**src/rtl/restoring_divider.sv**
```systemverilog
// Signed 8-by-4 restoring divider: one quotient bit per cycle, then a sign fix-up.
// Optional build macro DIV_OVERFLOW_SAT_EN saturates an out-of-range quotient.
module restoring_divider #(
  parameter int DW = 8
) (
  input  logic            clk,
  input  logic            rst,
  input  logic            start,
  input  logic [DW-1:0]   dividend,
  input  logic [DW/2-1:0] divisor,
  output logic [DW/2-1:0] quotient,
  output logic [DW/2-1:0] remainder,
  output logic            busy,
  output logic            done,
  output logic            ovf,
  output logic            dz,
  output logic [1:0]      dbg_state
);

  localparam int HW = DW / 2;
  localparam int CW = $clog2(DW);
  localparam logic [DW-1:0] ONE_W    = 1;
  localparam logic [HW-1:0] ONE_H    = 1;
  localparam logic [CW-1:0] ONE_C    = 1;
  localparam logic [DW-1:0] QMAX_POS = (1 << (HW - 1)) - 1;
  localparam logic [DW-1:0] QMAX_NEG = (1 << (HW - 1));

  typedef enum logic [1:0] {IDLE, CALC, FIX, DONE} state_t;

  state_t          state_q, state_d;
  logic [CW-1:0]   cnt_q, cnt_d;
  logic [HW:0]     rem_q, rem_d;
  logic [DW-1:0]   quo_q, quo_d;
  logic [HW-1:0]   dmag_q, dmag_d;
  logic            neg_q_q, neg_q_d;
  logic            neg_dvd_q, neg_dvd_d;
  logic            dz_pend_q, dz_pend_d;
  logic [HW-1:0]   q_fix_q, q_fix_d;
  logic [HW-1:0]   r_fix_q, r_fix_d;
  logic            ovf_fix_q, ovf_fix_d;
  logic [HW-1:0]   quotient_q, quotient_d;
  logic [HW-1:0]   remainder_q, remainder_d;
  logic            ovf_q, ovf_d;
  logic            dz_q, dz_d;
  logic            busy_q, busy_d;
  logic            done_q, done_d;

  logic [HW:0]     rem_sh;
  logic [HW+1:0]   diff;
  logic [DW-1:0]   q_neg;
  logic [HW-1:0]   q_low;
  logic            ovf_calc;

  always_comb begin
    state_d     = state_q;
    cnt_d       = cnt_q;
    rem_d       = rem_q;
    quo_d       = quo_q;
    dmag_d      = dmag_q;
    neg_q_d     = neg_q_q;
    neg_dvd_d   = neg_dvd_q;
    dz_pend_d   = dz_pend_q;
    q_fix_d     = q_fix_q;
    r_fix_d     = r_fix_q;
    ovf_fix_d   = ovf_fix_q;
    quotient_d  = quotient_q;
    remainder_d = remainder_q;
    ovf_d       = ovf_q;
    dz_d        = dz_q;
    busy_d      = busy_q;
    done_d      = 1'b0;

    rem_sh   = {rem_q[HW-1:0], quo_q[DW-1]};
    diff     = {1'b0, rem_sh} - {2'b00, dmag_q};
    q_neg    = ~quo_q + ONE_W;
    q_low    = neg_q_q ? q_neg[HW-1:0] : quo_q[HW-1:0];
    ovf_calc = neg_q_q ? (quo_q > QMAX_NEG) : (quo_q > QMAX_POS);

    unique case (state_q)
      IDLE: begin
        if (start) begin
          neg_dvd_d = dividend[DW-1];
          neg_q_d   = dividend[DW-1] ^ divisor[HW-1];
          quo_d     = dividend[DW-1] ? (~dividend + ONE_W) : dividend;
          dmag_d    = divisor[HW-1] ? (~divisor + ONE_H) : divisor;
          rem_d     = '0;
          cnt_d     = '1;
          busy_d    = 1'b1;
          if (divisor == '0) begin
            // Divide-by-zero bypasses the datapath and reports on the next edge.
            dz_pend_d = 1'b1;
            q_fix_d   = '0;
            r_fix_d   = '0;
            ovf_fix_d = 1'b0;
            state_d   = DONE;
          end else begin
            dz_pend_d = 1'b0;
            state_d   = CALC;
          end
        end
      end
      CALC: begin
        quo_d = {quo_q[DW-2:0], ~diff[HW+1]};
        rem_d = diff[HW+1] ? rem_sh : diff[HW:0];
        cnt_d = cnt_q - ONE_C;
        if (cnt_q == '0) state_d = FIX;
      end
      FIX: begin
        ovf_fix_d = ovf_calc;
`ifdef DIV_OVERFLOW_SAT_EN
        q_fix_d   = ovf_calc ? (neg_q_q ? {1'b1, {(HW-1){1'b0}}} : {1'b0, {(HW-1){1'b1}}})
                             : q_low;
`else
        q_fix_d   = q_low;
`endif
        // Truncating division: remainder carries the dividend's sign.
        r_fix_d   = neg_dvd_q ? (~rem_q[HW-1:0] + ONE_H) : rem_q[HW-1:0];
        state_d   = DONE;
      end
      DONE: begin
        quotient_d  = q_fix_q;
        remainder_d = r_fix_q;
        ovf_d       = ovf_fix_q;
        dz_d        = dz_pend_q;
        done_d      = 1'b1;
        busy_d      = 1'b0;
        state_d     = IDLE;
      end
      default: state_d = IDLE;
    endcase
  end

  always_ff @(posedge clk) begin
    if (rst) begin
      state_q     <= IDLE;
      cnt_q       <= '0;
      rem_q       <= '0;
      quo_q       <= '0;
      dmag_q      <= '0;
      neg_q_q     <= 1'b0;
      neg_dvd_q   <= 1'b0;
      dz_pend_q   <= 1'b0;
      q_fix_q     <= '0;
      r_fix_q     <= '0;
      ovf_fix_q   <= 1'b0;
      quotient_q  <= '0;
      remainder_q <= '0;
      ovf_q       <= 1'b0;
      dz_q        <= 1'b0;
      busy_q      <= 1'b0;
      done_q      <= 1'b0;
    end else begin
      state_q     <= state_d;
      cnt_q       <= cnt_d;
      rem_q       <= rem_d;
      quo_q       <= quo_d;
      dmag_q      <= dmag_d;
      neg_q_q     <= neg_q_d;
      neg_dvd_q   <= neg_dvd_d;
      dz_pend_q   <= dz_pend_d;
      q_fix_q     <= q_fix_d;
      r_fix_q     <= r_fix_d;
      ovf_fix_q   <= ovf_fix_d;
      quotient_q  <= quotient_d;
      remainder_q <= remainder_d;
      ovf_q       <= ovf_d;
      dz_q        <= dz_d;
      busy_q      <= busy_d;
      done_q      <= done_d;
    end
  end

  assign quotient  = quotient_q;
  assign remainder = remainder_q;
  assign ovf       = ovf_q;
  assign dz        = dz_q;
  assign busy      = busy_q;
  assign done      = done_q;
  assign dbg_state = state_q;

endmodule

```
**config.mk**
```make
export PLATFORM = sky130hd
export DESIGN_NAME = restoring_divider
export DESIGN_NICKNAME = d
export VERILOG_FILES = /design/src/rtl/restoring_divider.sv
export SDC_FILE = /design/constraint.sdc
export NUM_CORES = 1
export LEC_CHECK = 0
export ABC_CLOCK_PERIOD_IN_PS = 1650
export BUFFER_PORTS_ARGS = -buffer_cell sky130_fd_sc_hd__buf_4
export CORE_ASPECT_RATIO = 1.25
export CORE_MARGIN = 2
export CORE_UTILIZATION = 46
export DETAILED_ROUTE_END_ITERATION = 10
export GPL_TIMING_DRIVEN = 0
export PLACE_DENSITY = 0.68
export SETUP_SLACK_MARGIN = 0.02
export SLEW_MARGIN = 30
export SYNTH_ARGS = -nofsm -noshare
export SYNTH_HDL_FRONTEND = slang
export SYNTH_SLANG_ARGS = --single-unit
```
**constraint.sdc**
```tcl
create_clock -name clk -period 1.65 [get_ports clk]
set_clock_uncertainty 0.15 [all_clocks]
set_input_delay 0.33 -clock clk [delete_from_list [all_inputs] [get_ports clk]]
set_output_delay 0.33 -clock clk [all_outputs]
set_load 0.01 [all_outputs]
```
* Yosys cells after proc, flatten, opt, wreduce, memory -nomap -nowiden
Cells that the tools add are included.
** Word-level totals
- Register bits after elaboration :: 45
- Bits in latches :: 0
- Bits in writable memories :: 0
- Memory bits (read-only) :: 0
- Bits of input ports :: 15
- Output and inout bits :: 14
- Word-level logic and storage cells :: 75
- Memories kept :: 0
** Cells by class
- Add/subtract/negate cells :: 6
- $mul :: 0
- Divide/modulo/power cells :: 0
- Order comparisons :: 2
- Equal/unequal tests :: 6
- Shifts and indexed selects :: 0
- Multiplexer cells :: 27
- Bitwise gates (word level) :: 6
- Reduce and logical (&&, ||, !) cells :: 11
** Operators with widths (count)
- 4-bit two-way mux :: 7
- 4-bit case mux with 2 select lines :: 3
- 8-bit two-way mux :: 2
- 8-bit case mux with 2 select lines :: 1
- 4-bit by 1-bit adder with 4-bit output (second input constant) :: 3
- 4-bit inverter :: 3
- 8-bit by 1-bit adder with 8-bit output (second input constant) :: 1
- 8-bit by 3-bit greater-than comparator with 1-bit output (second input constant) :: 1
- 8-bit by 4-bit greater-than comparator with 1-bit output (second input constant) :: 1
- 8-bit inverter :: 1
- 2-bit case mux with 4 select lines :: 1
- 2-bit AND reduction :: 4
- 1-bit two-way mux :: 6
- 2-bit two-way mux :: 3
- 2-bit inequality test (second input constant) :: 3
- 3-bit case mux with 2 select lines :: 1
- 2-bit nonzero test :: 3
- 5-bit by 4-bit subtractor with 6-bit output :: 1
- 2-bit equality test (second input constant) :: 2
- 4-bit logical NOT :: 1
- 1-bit case mux with 2 select lines :: 2
- 3-bit logical NOT :: 1
- 3-bit two-way mux :: 1
- 3-bit AND reduction :: 1
- 5 further kinds :: 5

* Logic depth before layout (Yosys ltp)
- Depth after elaboration :: 5
- Mapped depth :: 8
- Gate-level depth less buffers :: 7

* Worst setup path after synthesis
No wires, ideal clock.
- Path kind :: reg2reg
- Start :: register state_q[0] (netlist: dbg_state[0])
- End :: register cnt_q[1]
- Setup time :: 86 ps
- Arrival time :: 1598 ps
- Required time :: 1414 ps
- Path slack :: -184 ps
- Stages on the path, launching flop included :: 8
- Buffers on the path :: 2
- Period minus slack after synthesis :: 1834 ps
- Path through :: dfxtp_1 -> inv_1 -> ha_1 -> buf_6 -> mux2_4 -> buf_6 -> and2_4 -> a221oi_2
** Between the ends
- Word-level cells in the longest chain between the ends :: 3
- Elaborated cells between the ends (all ways) :: 6
- Classes of those cells :: eq/ne (2); mux (1); reduce/logical (3)
** Ends and longest elaborated chain
- start, declared :: line 30 : state_t state_q, state_d;
- start signal, assigned :: line 153 : state_q <= state_d;
- 2-bit by 1-bit equality test with 1-bit output or 2-bit logical NOT (tied branches) :: line 79 : unique case (state_q)
- 2-bit nonzero test (no line) or 2-bit inequality test (tied branches)
- 2-bit AND reduction (no line)
- end signal, assigned :: line 154 : cnt_q <= cnt_d;
- end, declared :: line 31 : logic [CW-1:0] cnt_q, cnt_d;
Parallel ways exist; a longest one is shown, timed or not.
A chain may end at the register's enable or synchronous reset.

* Worst setup path in the final report
- Start :: register rem_q[0]
- End :: register rem_q[1]
** Between the ends
- Word-level cells in the longest chain between the ends :: 3
** Ends and longest elaborated chain
- start, declared :: line 32 : logic [HW:0] rem_q, rem_d;
- start signal, assigned :: line 155 : rem_q <= rem_d;
- 5-bit by 4-bit subtractor with 6-bit output :: line 74 : diff = {1'b0, rem_sh} - {2'b00, dmag_q};
- 4-bit two-way mux * :: line 104 : rem_d = diff[HW+1] ? rem_sh : diff[HW:0];
- 4-bit case mux with 2 select lines * :: line 79
Mark *: on every way between the ends. The rest lies on a longest branch, timed or not.

==> summary.txt <==
Routing
  • Initial DRC Count: 81
  • Final wirelength: 5.830 mm
  • ANT nets after route: 0
  • DRC viols: 0
  • Initial DRT Pass Iterations: 4
  • Vias per cell: 5.472
  • Routed vias: 2134
  • Routed len/inst: 14.95 um

Outcome
  • Failing checks: negative setup slack
  • Status: finished, violations left

Floorplanning
  • DIE AREA: 5941 um^2
  • IO Count: 29
  • CORE AREA: 5116 um^2
  • Die width: 69.34 um
  • Die height: 85.68 um
  • Initial Util: 47.98%
  • Site row count: 29

Placement
  • IO Port Bufs: 26
  • Final GP Congestion: 0.8237
  • HPWL Detailed: 4.063 mm
  • Post-Place Setup Slack: -246.8 ps

Power
  • Seq pwr share: 31.9%
  • Pwr dens: 1447 nW/um^2
  • Leak pwr: 1.231 nW
  • Switch Pwr: 0.001689 W
  • Peak supply drop: 0.7973 mV
  • Int Pwr: 0.002861 W
  • Combinational share of power: 49.4%
  • Clock share of power: 18.6%
  • Switching portion of total power: 37.13%

Setup path
  • Critical path capture point type: flop
  • Largest stage delay, worst path: 370 ps
  • Worst path cell trace: ha_4 > nor2b_4 > o311ai_4 > nand3_1 > a32o_1
  • CP max-delay cell: dfxtp_4
  • Startpoint types: flop
  • Crit-path max FO: 4
  • CP Data Arrival Time: 1760 ps
  • CP required: 1700 ps
  • Critical path class: reg2reg

Logic synthesis
  • Post-synthesis compound-gate area fraction: 17.48%
  • Syn. warnings: 0
  • Post-synthesis adder-cell area fraction: 7.951%
  • Largest family of logic cells by synthesized area: simple AND/OR/NAND/NOR gates
  • Post-Synth XOR/XNOR Area: 3.211%
  • Synth cell types: 53
  • Syn avg cell area: 8.674 um^2
  • Mapped Nets: 313
  • Simple-Gate Fraction of Synth Area: 21.87%
  • Synth Flop Type: dfxtp_1
  • Multiplexer area fraction after synthesis: 6.473%
  • Seq cells post-synth: 45
  • Area contributors post-synth: dfxtp_1 (37%), ha_1 (7.1%), mux2i_1 (5.3%), nand2_1 (4.1%), nor2_1 (4.1%)
  • Cell count after synthesis: 283
  • Post-synth top area cell: dfxtp_1
  • Post-synthesis sequential area ratio: 36.70%
  • Syn Std Cell Area: 2455 um^2
  • Top-area cell type share of the netlist area: 36.70%
  • Number of flops mapped to enable cells by yosys: 0
  • FFs w/ async S/R, synth: 0%

Clock tree
  • Clock Latency Late Sink: 300 ps
  • Htree depth: 2
  • Clock Tree Buf Depth: 2
  • TritonCTS buffer count: 5
  • Clock Tree Root: clkbuf_8
  • Clk sinks: 45
  • Cts hold-fix bufs: 0
  • CTS tree: yes
  • Clock transition at path regs: 90 ps

Job
  • # Max-Cap Violations: 0

Final layout
  • Synthesis-to-finish area growth: 28.08%
  • # fillers: 459
  • Share of cells above drive strength 1: 30.18%
  • Nets@finish: 357
  • Final Util: 61.46%
  • ANT cells: 0

Timing
  • Final cycle utilization of the critical path: 103.5%
  • Measured slew at the worst slew-check pin: 602.0 ps
  • Slew margin rel.: 59.50%
  • Max Clk Rate: 585.7 MHz
  • Slew Limit Fails: 0
  • Final setup viols: 7
  • Final min period: 1707 ps
  • Final hold slack: 130.5 ps
  • Final worst setup slack: -57.42 ps
  • RSZ-0062 raised after global routing: yes
  • TNS Setup: -128.5 ps
  • Final Hold Viols: 0

Min path
  • Hold WC Path Type: in2reg

GRT
  • Largest net degree at the start of global routing: 15
  • Vias in the first global route: 2109
  • First-pass GRT wire length: 9.791 mm
  • Overall routing resource usage: 20.63%
  • GR Overflow Total: 0
  • Initial antenna violation count: 0
worst max-delay path: cells and delay by family (launching register included):
family / cells / cell delay [ps]
compound gates: 2 / 570
simple gates: 2 / 280
flops: 1 / 370
fa+ha+maj: 1 / 230
metrics by stage:
step                      std cells  total power, W  area [um^2]
after floorplan                 283        0.002841         2500
after global placement          371        0.003215         2773
after detailed placement        371        0.003266         2773
after CTS                       389        0.004461         3083
after global routing            390        0.004857         3144
final                           390        0.004550         3144
path summary, 6_finish.rpt:
path / from / to / slack [ps] / depth (start not counted)
setup reg to reg: rem_q[0]$_SDFFE_PP0P_ / rem_q[1]$_SDFFE_PP0P_ / -60 / 5
hold reg to reg: r_fix_q[1]$_SDFFE_PP0P_ / r_fix_q[1]$_SDFFE_PP0P_ / 310 / 2
setup / recovery: rem_q[0]$_SDFFE_PP0P_ / rem_q[1]$_SDFFE_PP0P_ / -60 / 5
hold / removal: divisor[0] / dmag_q[0]$_SDFFE_PP0P_ / 130 / 3
registers in the layout (all words and copies together), names as in the netlist, 2 cells and up:
name and count:
r_fix_q 4, quotient 4, dbg_state 2, quo_q 8
remainder 4, rem_q 4, dmag_q 4, cnt_q 3
q_fix_q 4
cell families (layout without fill, tap and decap cells):
group,count (synthesis),after routing
AO/OA/AOI/OAI,60,60
XOR/XNOR,9,9
adder cells (fa/ha/maj),15,15
buffers and inverters,34,79
flip-flops,45,45
multiplexers,15,15
AND/OR/NAND/NOR,105,105
cell usage in the layout (no fill, tap or decap), drive strengths merged, types with 2 or more instances in the layout:
master	netlist	final
clkbuf	5	11
xnor2	9	9
nand3b	3	3
a22oi	2	2
o21ai	10	10
nand2	27	27
ha	14	14
a21oi	20	20
nor3	4	4
inv	19	19
nor2b	7	7
o31ai	3	3
nand4	2	2
a32o	3	3
buf	10	47
a211oi	7	7
dfxtp	45	45
or3b	2	2
o211ai	4	4
mux2i	14	14
nor4b	2	2
a221o	2	2
nor2	27	27
a221oi	2	2
nand2b	5	5
or2	2	2
nand3	13	13
and2	3	3
timing repair:
action                     in CTS  in global routing
setup endpoints to repair      25                 30
setup buffers                  11                  1
gates resized for setup        26                 16
pin swaps                      18                 16
Yosys cell counts, types with 2 or more instances:
cell type / instances
nor4b_1: 2
a32o_1: 3
a22oi_1: 2
dfxtp_1: 45
buf_2: 7
o21ai_0: 8
a221o_1: 2
buf_6: 2
nand2_1: 27
nand3b_1: 3
nand2b_1: 5
or3b_1: 2
o31ai_1: 3
nand3_1: 13
a221oi_2: 2
nor3_1: 3
a211oi_2: 2
and2_1: 2
or2_2: 2
a21oi_1: 19
clkbuf_1: 5
nor2b_1: 7
inv_1: 19
nand4_1: 2
mux2i_1: 13
a211oi_1: 5
o211ai_1: 4
xnor2_1: 9
nor2_1: 27
o21ai_1: 2
ha_1: 14
final cells by class:
| class | count | area, um^2 | share of cell area, % |
|---|---|---|---|
| inverters | 19 | 76.32 | 2.427 |
| clock inverters | 2 | 38.79 | 1.234 |
| repair buffers | 38 | 314.1 | 9.988 |
| clock buffers | 6 | 72.57 | 2.308 |
| well taps | 62 | 77.57 | 2.467 |
| multi-input cells | 204 | 1554 | 49.42 |
| flip-flops and latches | 45 | 919.6 | 29.25 |
| plain buffers | 14 | 91.34 | 2.905 |
power by group through the flow:
stage               registers (W)  logic, W  clock network [W]
global placement          0.00147   0.00175                  0
floorplan                 0.00145   0.00139                  0
CTS                       0.00145   0.00215           0.000864
global route              0.00148   0.00247           0.000904
detailed placement        0.00148   0.00179                  0
finish                    0.00145   0.00225           0.000848
routing by layer:
metal / GRT usage, % / share of wire [%] / wire length (um)
met5: 0 / 0 / 0
met4: 8.556 / 2.0 / 116
met3: 3.408 / 2.8 / 163
met2: 38.81 / 53 / 3098
met1: 22.85 / 42 / 2453
Note: power is estimated with default switching activity, not from simulation.
